File: config.mk
export PLATFORM = sky130hd
export DESIGN_NAME = oam_dma_bus_arbiter
export DESIGN_NICKNAME = d
export VERILOG_FILES = /design/src/rtl/dmg_bus_pkg.sv /design/src/rtl/oam_dma_seq.sv /design/src/rtl/oam_dma_bus_arbiter.sv
export SDC_FILE = /design/constraint.sdc
export NUM_CORES = 1
export LEC_CHECK = 0
export CAP_MARGIN = 30
export CORE_ASPECT_RATIO = 0.9
export CORE_MARGIN = 2
export CORE_UTILIZATION = 47
export DETAILED_ROUTE_END_ITERATION = 10
export GPL_ROUTABILITY_DRIVEN = 0
export GPL_TIMING_DRIVEN = 0
export PLACE_DENSITY = 0.84
export REMOVE_ABC_BUFFERS = 1
export SLEW_MARGIN = 25
export SYNTH_ARGS = -nofsm -noshare
export SYNTH_HDL_FRONTEND = slang
export SYNTH_SLANG_ARGS = --single-unit
export TNS_END_PERCENT = 20
File: constraint.sdc
create_clock -name CLK -period 3.6 [get_ports CLK]
set_clock_uncertainty 0.1 [all_clocks]
set_input_delay 0.36 -clock CLK [delete_from_list [all_inputs] [get_ports CLK]]
set_output_delay 0.36 -clock CLK [all_outputs]
set_load 0.01 [all_outputs]
File: src/rtl/dmg_bus_pkg.sv
// dmg_bus_pkg.sv - shared types and constants for the SM83 bus arbiter and OAM DMA sequencer
package dmg_bus_pkg;

    typedef enum logic [1:0] {
        IDLE  = 2'd0,
        START = 2'd1,
        XRD   = 2'd2,
        XWR   = 2'd3
    } dma_state_t;

    localparam logic [15:0] DMA_REG_ADDR = 16'hFF46;
    localparam logic [7:0]  OAM_HI       = 8'hFE;
    localparam logic [15:0] HRAM_LO      = 16'hFF80;
    localparam logic [7:0]  CPU_OPEN_BUS = 8'hFF;

endpackage

File: src/rtl/oam_dma_seq.sv
// oam_dma_seq.sv - OAM DMA sequencer: start delay, read/write byte pairs, data latch
//
// Ports:
//   clk_i, rst_ni    clock, asynchronous active-low reset
//   start_i          register write seen this cycle; restarts the copy from byte 0
//   src_i            source page (high address byte)
//   stall_i          CPU owns the bus this cycle; hold all sequencer state
//   rdata_i          memory read data, captured at the end of an XRD cycle
//   req_o/rd_o/wr_o  requested memory-side strobes
//   addr_o, data_o   requested memory-side address and write data
//   active_o         copy in progress (any state other than IDLE)
module oam_dma_seq
    import dmg_bus_pkg::*;
#(
    parameter logic [7:0] DST_HI      = 8'hFE,
    parameter int         LENGTH      = 160,
    parameter int         START_DELAY = 1
) (
    input  logic        clk_i,
    input  logic        rst_ni,
    input  logic        start_i,
    input  logic [7:0]  src_i,
    input  logic        stall_i,
    input  logic [7:0]  rdata_i,
    output logic        req_o,
    output logic        rd_o,
    output logic        wr_o,
    output logic [15:0] addr_o,
    output logic [7:0]  data_o,
    output logic        active_o
);

    localparam int         CW       = (START_DELAY > 1) ? $clog2(START_DELAY) : 1;
    localparam logic [CW-1:0] DLY_INIT = CW'(START_DELAY - 1);
    // idx is 8 bits wide, so LENGTH=256 finishes at 8'hFF and idx wraps to 0
    localparam logic [7:0] LAST_IDX = 8'(LENGTH - 1);

    dma_state_t    state_q, state_d;
    logic [7:0]    idx_q, idx_d;
    logic [CW-1:0] cnt_q, cnt_d;
    logic [7:0]    latch_q, latch_d;

    always_ff @(posedge clk_i or negedge rst_ni) begin
        if (!rst_ni) begin
            state_q <= IDLE;
            idx_q   <= 8'h00;
            cnt_q   <= '0;
            latch_q <= 8'h00;
        end else begin
            state_q <= state_d;
            idx_q   <= idx_d;
            cnt_q   <= cnt_d;
            latch_q <= latch_d;
        end
    end

    always_comb begin
        state_d = state_q;
        idx_d   = idx_q;
        cnt_d   = cnt_q;
        latch_d = latch_q;
        req_o   = 1'b0;
        rd_o    = 1'b0;
        wr_o    = 1'b0;
        addr_o  = 16'h0000;
        data_o  = 8'h00;

        case (state_q)
            IDLE: ;
            START: begin
                if (!stall_i) begin
                    if (cnt_q == '0) begin
                        state_d = XRD;
                    end else begin
                        cnt_d = cnt_q - 1'b1;
                    end
                end
            end
            XRD: begin
                req_o  = 1'b1;
                rd_o   = 1'b1;
                addr_o = {src_i, idx_q};
                if (!stall_i) begin
                    latch_d = rdata_i;
                    state_d = XWR;
                end
            end
            XWR: begin
                req_o  = 1'b1;
                wr_o   = 1'b1;
                addr_o = {DST_HI, idx_q};
                data_o = latch_q;
                if (!stall_i) begin
                    idx_d   = idx_q + 8'd1;
                    state_d = (idx_q == LAST_IDX) ? IDLE : XRD;
                end
            end
            default: state_d = IDLE;
        endcase

        // A register write restarts the copy regardless of the current state
        if (start_i) begin
            state_d = START;
            idx_d   = 8'h00;
            cnt_d   = DLY_INIT;
        end
    end

    assign active_o = (state_q != IDLE);

endmodule

File: src/rtl/oam_dma_bus_arbiter.sv
// oam_dma_bus_arbiter.sv - shares the SM83 memory bus between the core and the OAM DMA engine
//
// Ports:
//   CLK, nRESET                     clock, asynchronous active-low reset
//   CPU_MREQ/RD/WR, CPU_A, CPU_DO   core-side request
//   CPU_DI                          read data returned to the core
//   MREQ/RD/WR, A, DO               memory-side request
//   DI                              memory-side read data (same cycle)
//   DMA_ACTIVE                      copy in progress
module oam_dma_bus_arbiter #(
    parameter logic [15:0] REG_ADDR    = dmg_bus_pkg::DMA_REG_ADDR,
    parameter logic [7:0]  DST_HI      = dmg_bus_pkg::OAM_HI,
    parameter int          LENGTH      = 160,
    parameter int          START_DELAY = 1,
    parameter logic [15:0] HRAM_LO     = dmg_bus_pkg::HRAM_LO
) (
    input  logic        CLK,
    input  logic        nRESET,
    input  logic        CPU_MREQ,
    input  logic        CPU_RD,
    input  logic        CPU_WR,
    input  logic [15:0] CPU_A,
    input  logic [7:0]  CPU_DO,
    output logic [7:0]  CPU_DI,
    output logic        MREQ,
    output logic        RD,
    output logic        WR,
    output logic [15:0] A,
    output logic [7:0]  DO,
    input  logic [7:0]  DI,
    output logic        DMA_ACTIVE
);
    import dmg_bus_pkg::*;

    logic [7:0]  src_reg_q, src_reg_d;
    logic        reg_hit, reg_wr, hram_hit, stall;
    logic        dma_req, dma_rd, dma_wr;
    logic [15:0] dma_addr;
    logic [7:0]  dma_data;

    assign reg_hit  = CPU_MREQ && (CPU_A == REG_ADDR);
    assign reg_wr   = reg_hit && CPU_WR;
    assign hram_hit = CPU_MREQ && (CPU_A >= HRAM_LO) && !reg_hit;
    assign stall    = DMA_ACTIVE && hram_hit;
    assign src_reg_d = reg_wr ? CPU_DO : src_reg_q;

    always_ff @(posedge CLK or negedge nRESET) begin
        if (!nRESET) begin
            src_reg_q <= 8'h00;
        end else begin
            src_reg_q <= src_reg_d;
        end
    end

    oam_dma_seq #(
        .DST_HI      (DST_HI),
        .LENGTH      (LENGTH),
        .START_DELAY (START_DELAY)
    ) u_seq (
        .clk_i    (CLK),
        .rst_ni   (nRESET),
        .start_i  (reg_wr),
        .src_i    (src_reg_q),
        .stall_i  (stall),
        .rdata_i  (DI),
        .req_o    (dma_req),
        .rd_o     (dma_rd),
        .wr_o     (dma_wr),
        .addr_o   (dma_addr),
        .data_o   (dma_data),
        .active_o (DMA_ACTIVE)
    );

    // Bus mux. Outputs are gated by nRESET directly so an abort takes the bus
    // away in the same cycle rather than at the next edge.
    always_comb begin
        MREQ = 1'b0;
        RD   = 1'b0;
        WR   = 1'b0;
        A    = 16'h0000;
        DO   = 8'h00;
        if (nRESET) begin
            if (reg_hit) begin
                // Register accesses never reach memory; a register read during
                // a copy leaves the bus to the DMA, a register write suppresses
                // whatever the DMA would have issued this cycle.
                if (DMA_ACTIVE && !reg_wr) begin
                    MREQ = dma_req;
                    RD   = dma_rd;
                    WR   = dma_wr;
                    A    = dma_addr;
                    DO   = dma_data;
                end
            end else if (!DMA_ACTIVE || hram_hit) begin
                MREQ = CPU_MREQ;
                RD   = CPU_RD;
                WR   = CPU_WR;
                A    = CPU_A;
                DO   = CPU_DO;
            end else begin
                MREQ = dma_req;
                RD   = dma_rd;
                WR   = dma_wr;
                A    = dma_addr;
                DO   = dma_data;
            end
        end
    end

    always_comb begin
        CPU_DI = CPU_OPEN_BUS;
        if (nRESET) begin
            if (reg_hit && CPU_RD) begin
                CPU_DI = src_reg_q;
            end else if (CPU_MREQ && CPU_RD && (!DMA_ACTIVE || hram_hit)) begin
                CPU_DI = DI;
            end
        end
    end

endmodule

==> summary.txt <==
Outcome
  • Outcome: finished clean

STA
  • Total setup violations reported at the end of the flow: 0
  • Worst max-slew margin expressed relative to the limit: 0.447
  • Share of the cycle needed by the critical path after routing: 0.964
  • Max-slew violations: 0
  • Setup repair after global routing missed its margin: yes
  • Min Hold Slack: between 0.4 and 0.5 ns
  • Post-layout minimum cycle time: 3.47 ns
  • Highest clock rate: roughly 290 MHz
  • Hold Fails Final Rpt: 0
  • Pin slew with the least headroom to its limit: slightly above 0.8 ns
  • Setup TNS: 0 ns
  • Final setup margin: ~0.13 ns

Critical path
  • Type of destination of the critical path: primary output
  • Startpoint Class: input pin
  • Reg2Reg Depth: 5
  • Critical path's slowest cell: sky130_fd_sc_hd__dlygate4sd3_1
  • Setup Crit Path Kind: in2out
  • Maximum fanout along the worst path: 27
  • Startpoint of the worst register-to-register path: u_seq.state_q[1]$_DFFE_PN0P_
  • Beginning of the critical path: nRESET
  • Required arrival time at the worst endpoint: around 3.1 ns
  • Worst endpoint data arrival time: 3.01 ns
  • CP Cell Sequence: dlygate4sd3_1 > buf_2 > buf_16 > nand2_1 > or4_4 > nand4_4 > nand3_4 > o22a_1 > clkdlybuf4s50_1
  • Slowest cell delay on critical path: around 0.52 ns

CTS
  • H-tree depth reported by CTS: 1
  • Clock Sink Count: 26
  • Clock buffers created by TritonCTS: 3
  • Worst-skew pair later-pin latency: approximately 0.28 ns
  • Cell chosen for the clock root: sky130_fd_sc_hd__clkbuf_8
  • TritonCTS clock tree: built
  • Register clock-pin slew on the reported worst setup and hold paths: roughly 0.09 ns
  • Max Root-Sink Buffers: 2

Finish
  • Final cell utilization of the core: 0.714
  • Highest-count cells in the layout ignoring fill and taps: 67 x sky130_fd_sc_hd__clkdlybuf4s50_1, 26 x sky130_fd_sc_hd__dfrtp_1, 17 x sky130_fd_sc_hd__mux2_2, 13 x sky130_fd_sc_hd__nand2_1, 12 x sky130_fd_sc_hd__a22o_1
  • Count of nets after finishing: approximately 300
  • Growth of design area from synthesis to finish: 46.3%
  • Layout cells sized above 1: 0.133
  • Most common cell after layout, fill and taps aside: sky130_fd_sc_hd__clkdlybuf4s50_1
  • Diodes inserted: 0
  • Final instance area: ~2600 um^2

Global routing
  • Wire length of the first global-routing pass: 8600 um
  • Global route total overflow: 0
  • Number of global-route vias before repair: around 1700
  • Antenna violations before repair: 0
  • Total routing resource utilization after global routing: 0.251
  • Largest net degree at the start of global routing: 28

Yosys
  • Unique cell type count in the Yosys netlist: between 40 and 50
  • Leading post-synthesis cells by cell area: sky130_fd_sc_hd__dfrtp_1 36%, sky130_fd_sc_hd__mux2_2 11%, sky130_fd_sc_hd__a22o_1 5.8%
  • Cell taking the most area after synthesis: sky130_fd_sc_hd__dfrtp_1
  • Post-Syn Instances: between 150 and 200
  • Largest family of logic cells by synthesized area: compound AO/OA/AOI/OAI gates
  • Post-synthesis cell area: between 1500 and 2000 um^2
  • Area share of the largest cell type after synthesis: 0.360
  • Complex-gate fraction of the synthesized area: 0.259
  • Area share of xor/xnor cells in the synthesized design: 0.0194
  • Adder and majority gate portion of the synthesized area: 0.0346
  • Fraction of the yosys area taken by sequential cells: 0.360
  • Flop and latch count out of synthesis: 26
  • Share of cell area taken by muxes after synthesis: 0.111
  • Simple-gate share of the synthesized area: 0.174
  • Yosys warns: 0
  • Average cell area after synthesis: between 10 and 15 um^2

Die
  • Floorplan die height: about 63 um
  • Starting Density: 0.488
  • Chip Width: about 69 um
  • Core Footprint: 3700 um^2
  • Count of boundary I/O pins: 73
  • Die Footprint: between 4000 and 5000 um^2
  • Row count: 21

Detailed routing
  • Wire length after detailed routing: 5350 um
  • Violation count after the first detailed-route iteration: 173
  • DR vias: approximately 1800
  • Routed WL per cell: between 15 and 20 um
  • Final antenna-violating net count: 0
  • Number of vias per cell: 5.96
  • Iteration count of the initial detailed-routing pass: 4
  • DRC violation count after routing: 0

Place
  • Number of port buffers: 72
  • Setup Slack @ Placement: -0.0515 ns
  • Area post-placement: 2560 um^2
  • Placed wire-length estimate: roughly 3800 um

Power
  • P_int: ~0.99 mW
  • Part of the power in the clock network: 0.101
  • Proportion of power drawn by flip-flops and latches: 0.276
  • Power density relative to cell area: 628 nW/um^2
  • Switch Pwr: between 0.6 and 0.7 mW
  • Largest voltage drop on the vdd net: roughly 0.00038 V
  • Leak Pwr: around 1.1 nW
  • Logic gate share of total power: 0.623
  • Switch share: 0.402

Min path
  • Cell depth of the worst min-delay path: 1
  • Worst Hold Launch: u_seq.latch_q[0]$_DFFE_PN0P_
  • Type of the most critical hold path: reg2reg

Flow run
  • Max cap viols: 0
-- synth_stat cells --
| cell type | instances |
|---|---|
| sky130_fd_sc_hd__nand2b_1 | 2 |
| sky130_fd_sc_hd__o311ai_2 | 1 |
| sky130_fd_sc_hd__nand4b_1 | 1 |
| sky130_fd_sc_hd__nand3_1 | 5 |
| sky130_fd_sc_hd__buf_1 | 1 |
| sky130_fd_sc_hd__o211ai_1 | 1 |
| sky130_fd_sc_hd__o41ai_2 | 1 |
| sky130_fd_sc_hd__o41ai_4 | 1 |
| sky130_fd_sc_hd__o211a_1 | 1 |
| sky130_fd_sc_hd__buf_2 | 1 |
| sky130_fd_sc_hd__mux2i_1 | 1 |
| sky130_fd_sc_hd__nor4_1 | 3 |
| sky130_fd_sc_hd__mux2_2 | 17 |
| sky130_fd_sc_hd__nor3b_1 | 1 |
| sky130_fd_sc_hd__a21o_1 | 1 |
| sky130_fd_sc_hd__xnor2_1 | 4 |
| sky130_fd_sc_hd__dfrtp_1 | 26 |
| sky130_fd_sc_hd__ha_1 | 5 |
| sky130_fd_sc_hd__or3_1 | 2 |
| sky130_fd_sc_hd__inv_1 | 8 |
| sky130_fd_sc_hd__nand3_4 | 1 |
| sky130_fd_sc_hd__a21oi_1 | 12 |
| sky130_fd_sc_hd__nor3_1 | 4 |
| sky130_fd_sc_hd__or2_2 | 1 |
| sky130_fd_sc_hd__o21ai_1 | 1 |
| sky130_fd_sc_hd__nand4_1 | 1 |
| sky130_fd_sc_hd__or4_4 | 1 |
| sky130_fd_sc_hd__and2_1 | 2 |
| sky130_fd_sc_hd__nor3_4 | 1 |
| sky130_fd_sc_hd__nand4bb_1 | 1 |
| sky130_fd_sc_hd__nor2_1 | 8 |
| sky130_fd_sc_hd__a32o_1 | 9 |
| sky130_fd_sc_hd__nand4_2 | 1 |
| sky130_fd_sc_hd__and4_1 | 1 |
| sky130_fd_sc_hd__a22o_1 | 12 |
| sky130_fd_sc_hd__buf_4 | 3 |
| sky130_fd_sc_hd__clkbuf_1 | 4 |
| sky130_fd_sc_hd__o21ai_0 | 9 |
| sky130_fd_sc_hd__o22a_1 | 8 |
| sky130_fd_sc_hd__nand2_2 | 1 |
| sky130_fd_sc_hd__nand4_4 | 1 |
| sky130_fd_sc_hd__nand2_1 | 13 |
| sky130_fd_sc_hd__o21bai_1 | 1 |
-- cell families (layout without fill, tap and decap cells) --
kind of cell,Yosys count,count (layout)
adders and majority gates,5,5
DFF,26,26
and+or+nand+nor,51,51
muxes,18,18
buffers and inverters,17,86
xor gates and xnor gates,4,4
AOI/OAI and AO/OA,58,58
-- power by group through the flow --
stage / Sequential [mW] / Clock (mW) / Combinational, mW
2_1_floorplan: 0.439 / 0 / 0.582
3_3_place_gp: 0.458 / 0 / 1.01
3_5_place_dp: 0.463 / 0 / 1.02
4_1_cts: 0.457 / 0.173 / 1.03
5_1_grt: 0.469 / 0.187 / 1.11
6_report: 0.458 / 0.169 / 1.04
-- stage by stage --
| stage | power (mW) | instances |
|---|---|---|
| after floorplan | 1.02 | 170 |
| after global placement | 1.46 | 288 |
| after detailed placement | 1.49 | 289 |
| after CTS | 1.66 | 294 |
| after global routing | 1.76 | 294 |
| final | 1.66 | 294 |
-- sequential cells by signal, summed over array words and instances, names as in the netlist --
signal / count
u_seq.latch_q: 8
u_seq.idx_q: 8
u_seq.state_q: 2
src_reg_q: 8
-- critical path: cells and delay by family --
kind	cells	cell delay (ns)
buffers and inverters	4	1.34
and+or+nand+nor	4	1.05
AOI/OAI and AO/OA	1	0.24
-- worst paths after layout --
path	endpoint	slack, ns
setup reg to reg	u_seq.idx_q[7]$_DFFE_PN0P_	1.30
setup / recovery	CPU_DI[0]	0.13
min in group asynchronous	u_seq.state_q[0]$_DFFE_PN0P_	0.49
max in group asynchronous	u_seq.idx_q[3]$_DFFE_PN0P_	2.12
hold reg to reg	u_seq.latch_q[0]$_DFFE_PN0P_	0.41
hold / removal	u_seq.latch_q[0]$_DFFE_PN0P_	0.41
-- layer usage --
metal / wire length (um) / vias to the layer above / global-route usage / part of all wire
met2: 2660 / 46 / 0.409 / 0.50
met3: 247 / 9 / 0.0484 / 0.046
li1: - / 825 / - / -
met5: 0 / - / 0 / 0
met4: 106 / 0 / 0.0882 / 0.020
met1: 2330 / 872 / 0.333 / 0.44
-- layout make-up --
type                       instances  area (um^2)
inverter                           8         30.0
multi-input combinational        136         1090
clock buffer                       3         41.3
timing repair buffer              75          773
fill                             283         1060
tap                               46         57.6
sequential                        26          651
-- repair_timing --
item	4_1_cts	5_1_grt
gates resized for setup	1	5
hold endpoints to repair	7	0
buffers inserted	0	0
hold buffers	2	0
cloned	0	0
setup endpoints to repair	8	13
No activity file was read; power rests on OpenSTA's default activity.
